[config.mk]
export PLATFORM = sky130hd
export DESIGN_NAME = bcd_timekeeper
export DESIGN_NICKNAME = d
export VERILOG_FILES = /design/src/rtl/bcd_timekeeper.sv
export SDC_FILE = /design/constraint.sdc
export NUM_CORES = 1
export LEC_CHECK = 0
export ABC_AREA = 1
export BUFFER_PORTS_ARGS = -buffer_cell sky130_fd_sc_hd__buf_2
export CAP_MARGIN = 25
export CORE_ASPECT_RATIO = 1.25
export CORE_MARGIN = 8
export CORE_UTILIZATION = 30
export DETAILED_ROUTE_END_ITERATION = 7
export SYNTH_ARGS = -nofsm -noshare
export SYNTH_HDL_FRONTEND = slang
export SYNTH_SLANG_ARGS = --single-unit
export TNS_END_PERCENT = 20
[constraint.sdc]
create_clock -name clk -period 3.19 [get_ports clk]
set_input_delay 0.319 -clock clk [delete_from_list [all_inputs] [get_ports clk]]
set_output_delay 0.319 -clock clk [all_outputs]
set_load 0.02 [all_outputs]
[src/rtl/bcd_timekeeper.sv]
`default_nettype none
// ============================================================================
//  Module   : bcd_timekeeper
//  Purpose  : BCD time-of-day counter with internal 1 Hz prescaler,
//             12h/24h hour format and a mode/inc button set state machine.
//  Ports    : clk, rst (async, active high)
//             mode_btn, inc_btn  - clk-synchronous debounced levels
//             sec, min, hour     - packed BCD time fields
//             pm                 - PM flag (12h format only)
//             state              - 00 RUN, 01 SET_HOUR, 10 SET_MIN
//             tick_1hz, day_roll - single-cycle pulses
//  Revision : 1.0 - initial release
// ============================================================================
module bcd_timekeeper #(
    parameter int CLK_DIV        = 50_000_000,
    parameter bit H24            = 1'b1,
    parameter bit SET_CLEARS_SEC = 1'b1
) (
    input  logic       clk,
    input  logic       rst,
    input  logic       mode_btn,
    input  logic       inc_btn,
    output logic [7:0] sec,
    output logic [7:0] min,
    output logic [7:0] hour,
    output logic       pm,
    output logic [1:0] state,
    output logic       tick_1hz,
    output logic       day_roll
);

    localparam int               c_PW          = $clog2(CLK_DIV);
    localparam logic [c_PW-1:0]  c_PRESC_MAX   = c_PW'(CLK_DIV - 1);
    localparam logic [7:0]       c_HOUR_RST    = H24 ? 8'h00 : 8'h12;

    typedef enum logic [1:0] {
        ST_RUN      = 2'b00,
        ST_SET_HOUR = 2'b01,
        ST_SET_MIN  = 2'b10,
        ST_ILLEGAL  = 2'b11
    } state_t;

    state_t            r_state;
    logic [c_PW-1:0]   r_presc;
    logic [7:0]        r_sec, r_min, r_hour;
    logic              r_pm, r_tick, r_day_roll;
    logic              r_mode_q, r_inc_q;

    state_t            w_state_n;
    logic [c_PW-1:0]   w_presc_n;
    logic [7:0]        w_sec_n, w_min_n, w_hour_n;
    logic              w_pm_n, w_day_roll_n;
    logic [8:0]        w_hour_inc;
    logic              w_mode_edge, w_inc_edge;

    // Two-digit BCD increment with 59 -> 00 wrap.
    function automatic logic [7:0] f_inc60(input logic [7:0] v);
        if (v == 8'h59)
            return 8'h00;
        else if (v[3:0] == 4'h9)
            return {v[7:4] + 4'h1, 4'h0};
        else
            return {v[7:4], v[3:0] + 4'h1};
    endfunction

    // Hour increment, returns {pm_next, hour_next}.
    // 24h: 23 -> 00. 12h: 12 -> 01, and 11 -> 12 flips AM/PM.
    function automatic logic [8:0] f_inc_hour(input logic [7:0] h, input logic p);
        logic [7:0] bcd_next;
        bcd_next = (h[3:0] == 4'h9) ? {h[7:4] + 4'h1, 4'h0} : {h[7:4], h[3:0] + 4'h1};
        if (H24) begin
            return (h == 8'h23) ? 9'h000 : {1'b0, bcd_next};
        end else begin
            if (h == 8'h12)
                return {p, 8'h01};
            else if (h == 8'h11)
                return {~p, 8'h12};
            else
                return {p, bcd_next};
        end
    endfunction

    assign w_mode_edge = mode_btn & ~r_mode_q;
    assign w_inc_edge  = inc_btn  & ~r_inc_q;
    assign w_hour_inc  = f_inc_hour(r_hour, r_pm);

    always_comb begin
        w_state_n    = r_state;
        w_sec_n      = r_sec;
        w_min_n      = r_min;
        w_hour_n     = r_hour;
        w_pm_n       = r_pm;
        w_day_roll_n = 1'b0;
        w_presc_n    = (r_presc == c_PRESC_MAX) ? '0 : r_presc + c_PW'(1);

        case (r_state)
            ST_RUN: begin
                if (w_mode_edge)
                    w_state_n = ST_SET_HOUR;
                // Time advance uses the registered tick, so the second
                // changes on the edge where tick_1hz is visibly high.
                if (r_tick) begin
                    w_sec_n = f_inc60(r_sec);
                    if (r_sec == 8'h59) begin
                        w_min_n = f_inc60(r_min);
                        if (r_min == 8'h59) begin
                            {w_pm_n, w_hour_n} = w_hour_inc;
                            w_day_roll_n = H24 ? (r_hour == 8'h23)
                                               : (r_hour == 8'h11) && r_pm;
                        end
                    end
                end
            end
            ST_SET_HOUR: begin
                if (w_mode_edge)
                    w_state_n = ST_SET_MIN;
                else if (w_inc_edge)
                    {w_pm_n, w_hour_n} = w_hour_inc;
            end
            ST_SET_MIN: begin
                if (w_mode_edge) begin
                    w_state_n = ST_RUN;
                    // Restart the second cleanly so the user-set minute
                    // begins at :00 with a full second before the first tick.
                    if (SET_CLEARS_SEC) begin
                        w_sec_n   = 8'h00;
                        w_presc_n = '0;
                    end
                end else if (w_inc_edge) begin
                    w_min_n = f_inc60(r_min);
                end
            end
            default: w_state_n = ST_RUN;
        endcase
    end

    always_ff @(posedge clk or posedge rst) begin
        if (rst) begin
            r_state    <= ST_RUN;
            r_presc    <= '0;
            r_sec      <= 8'h00;
            r_min      <= 8'h00;
            r_hour     <= c_HOUR_RST;
            r_pm       <= 1'b0;
            r_tick     <= 1'b0;
            r_day_roll <= 1'b0;
            r_mode_q   <= 1'b0;
            r_inc_q    <= 1'b0;
        end else begin
            r_state    <= w_state_n;
            r_presc    <= w_presc_n;
            r_sec      <= w_sec_n;
            r_min      <= w_min_n;
            r_hour     <= w_hour_n;
            r_pm       <= w_pm_n;
            // Registered tick mirrors the prescaler's terminal count.
            r_tick     <= (w_presc_n == c_PRESC_MAX);
            r_day_roll <= w_day_roll_n;
            r_mode_q   <= mode_btn;
            r_inc_q    <= inc_btn;
        end
    end

    assign sec      = r_sec;
    assign min      = r_min;
    assign hour     = r_hour;
    assign pm       = r_pm;
    assign state    = r_state;
    assign tick_1hz = r_tick;
    assign day_roll = r_day_roll;

endmodule
`default_nettype wire
==> metrics <==
cts hold-fix bufs=0; top sig layer=met4; largest net degree at the start of global routing=31; ys flop type=dfrtp_1; max_slew headroom=60.5%; syn avg cell area=7.38 sq um; EDFF count, synth=0; remaining global-route overflow=0; Worst Hold Class=in2async; Clock Sinks=56; clock skew after layout=5.38 ps; DIE AREA=14200 sq um; DP HPWL=5770 microns; vias in the first global route=2713; share of layout cells above drive strength 1=11.5%; Hold Vio Cnt, Final=0; # Post-CTS Setup Buffers=0; element type at the critical path start=flip-flop; Clock Latency Late Sink=290 ps; IO buf count=31; sequential share of the synthesized area=43.9%; VDD IR-drop max=0.563 mV; Die Ht=131 microns; R2R depth=13; met3 wire len=229 microns; Synth async-reset ratio=100%; row cnt=42; final critical-path share of the clock period=66.5%; Max Root-Sink Buffers=2; total core area=10500 sq um; WHS=81.4 ps; Final GP Congestion=0.831; length of the first detailed-routing pass in iterations=5; Highest Clock Rate=471 MHz; fin area=3670 sq um; clock root buffer=clkbuf_16; FF+latch count, synth=56; global-route wire length before repair=12500 microns; total track usage=10.7%; dpl cell area=3500 sq um; cts repair resizes=0; Final Max Tran Viols=0; initial antenna violation count=0; sum of negative setup slack=0 ps; cell count after synthesis=432; max cap viols=0; most frequent cells in the layout=98 x nand2_1, 73 x nor2_1, 68 x inv_1; # diodes=0; CTS H-Tree Depth=2; Static Leak=1.86 nW; Worst-Margin Slew=591 ps; Routed WL=7380 microns; PD cells=640 nW/um^2; area grow syn2layout=15.0%; vias=2740; clock slew at reported path FFs=70 ps; Req. time, crit path=3420 ps; minimum clock period=2120 ps; Initial DRC Count=167; final net count=484; initial core utilization=30.5%; Finish-stage setup viols=0; Synthesized Nets=447; library cells used by synthesis=32; most common cell after layout, fill and taps aside=nand2_1; number of synthesis warnings=0; Post-Syn Area=3190 sq um; Die W=108 microns; CTS tree=built; Pwr Total=0.00235 W; # DRC=0; crit end category=flip-flop; met2 routed WL=3690 microns; post-detailed-route wirelength per cell=12.3 microns; worst path arrival time=2360 ps; RSZ-0062 raised after global routing=false; vias per cell=4.55; Crit Path Max Fanout=14; WS Path Type=reg2reg; M1 WL=3320 microns; CTS Buf Count=5; remaining antenna violation count=0; status=finished, final reports clean; io pins=33
## per-stage QoR
stage,util (%),std cells,setup WS [ps]
5_1_grt,35.1,602,841
6_report,35.1,602,1070
4_1_cts,35.1,602,1030
2_1_floorplan,-,432,1390
3_5_place_dp,33.5,594,1090
3_3_place_gp,33.5,594,1150
## report_power, final
part | switching, W | internal (W)
Combinational | 0.000478 | 0.000246
Sequential | 0.000158 | 0.000845
Clock | 0.000249 | 0.000370
Total | 0.000885 | 0.00146
## worst max-delay path, stage by stage (launching register included)
cell and delay (ps):
dfrtp_1 410, ha_1 230, nand2_1 110, inv_1 90
nand2_1 70, inv_1 60, nand2_1 70, o21ai_2 470
nor2_1 150, nor2_1 130, nand2_1 60, nor2_1 90
nand2_1 70, nor2_2 70
## state kept, by name, summed over array words and instances (netlist names)
register and cells:
sec 8, state 2, r_mode_q 1, hour 8, r_inc_q 1, day_roll 1
r_presc 26, min 8, tick_1hz 1
## routing by layer
| layer | vias to the layer above | GRT usage (%) |
|---|---|---|
| li1 | 1451 | - |
| met1 | 1246 | 12.4 |
| met2 | 36 | 18.6 |
| met3 | 7 | 2.50 |
| met4 | 0 | 3.48 |
| met5 | - | 0 |
## kinds of logic after synthesis
logic type / share of synthesized area, %
adders and majority gates: 4.32
and+or+nand+nor: 31.8
other: 0.118
xor gates and xnor gates: 2.75
DFF: 43.9
AOI/OAI and AO/OA: 8.55
buffers and inverters: 8.51
## worst paths after layout
| path | end | slack, ps | startpoint |
|---|---|---|---|
| hold reg to reg | hour[7] | 500 | hour[7] |
| max in group asynchronous | r_inc_q | 2290 | rst |
| min in group clk | r_inc_q | 140 | inc_btn |
| hold / removal | min[7] | 80 | rst |
| setup reg to reg | tick_1hz | 1070 | r_presc[0] |
| setup / recovery | tick_1hz | 1070 | r_presc[0] |
## synth_stat cells (2+ instances only)
| cell | count | area share, % |
|---|---|---|
| dfrtp_1 | 56 | 44 |
| nor2_2 | 8 | 1.6 |
| inv_1 | 69 | 8.1 |
| nor2_1 | 73 | 8.6 |
| o22ai_1 | 2 | 0.39 |
| nand2_1 | 98 | 12 |
| nand4_1 | 9 | 1.8 |
| nand3_1 | 25 | 3.9 |
| xnor2_1 | 5 | 1.4 |
| a21oi_1 | 14 | 2.2 |
| ha_1 | 11 | 4.3 |
| o21bai_1 | 2 | 0.47 |
| nor3_1 | 14 | 2.2 |
| o211ai_1 | 4 | 0.94 |
| xor2_1 | 5 | 1.4 |
| o21ai_0 | 21 | 3.3 |
## final cells by class
| class | count | area (sq um) |
|---|---|---|
| clock buffers | 6 | 129 |
| fillers | 1077 | 6790 |
| inverters | 69 | 259 |
| well taps | 132 | 165 |
| repair buffers | 32 | 163 |
| flip-flops and latches | 56 | 1400 |
| clock inverters | 2 | 35.0 |
| multi-input cells | 305 | 1520 |
Note: power is estimated with default switching activity, not from simulation.
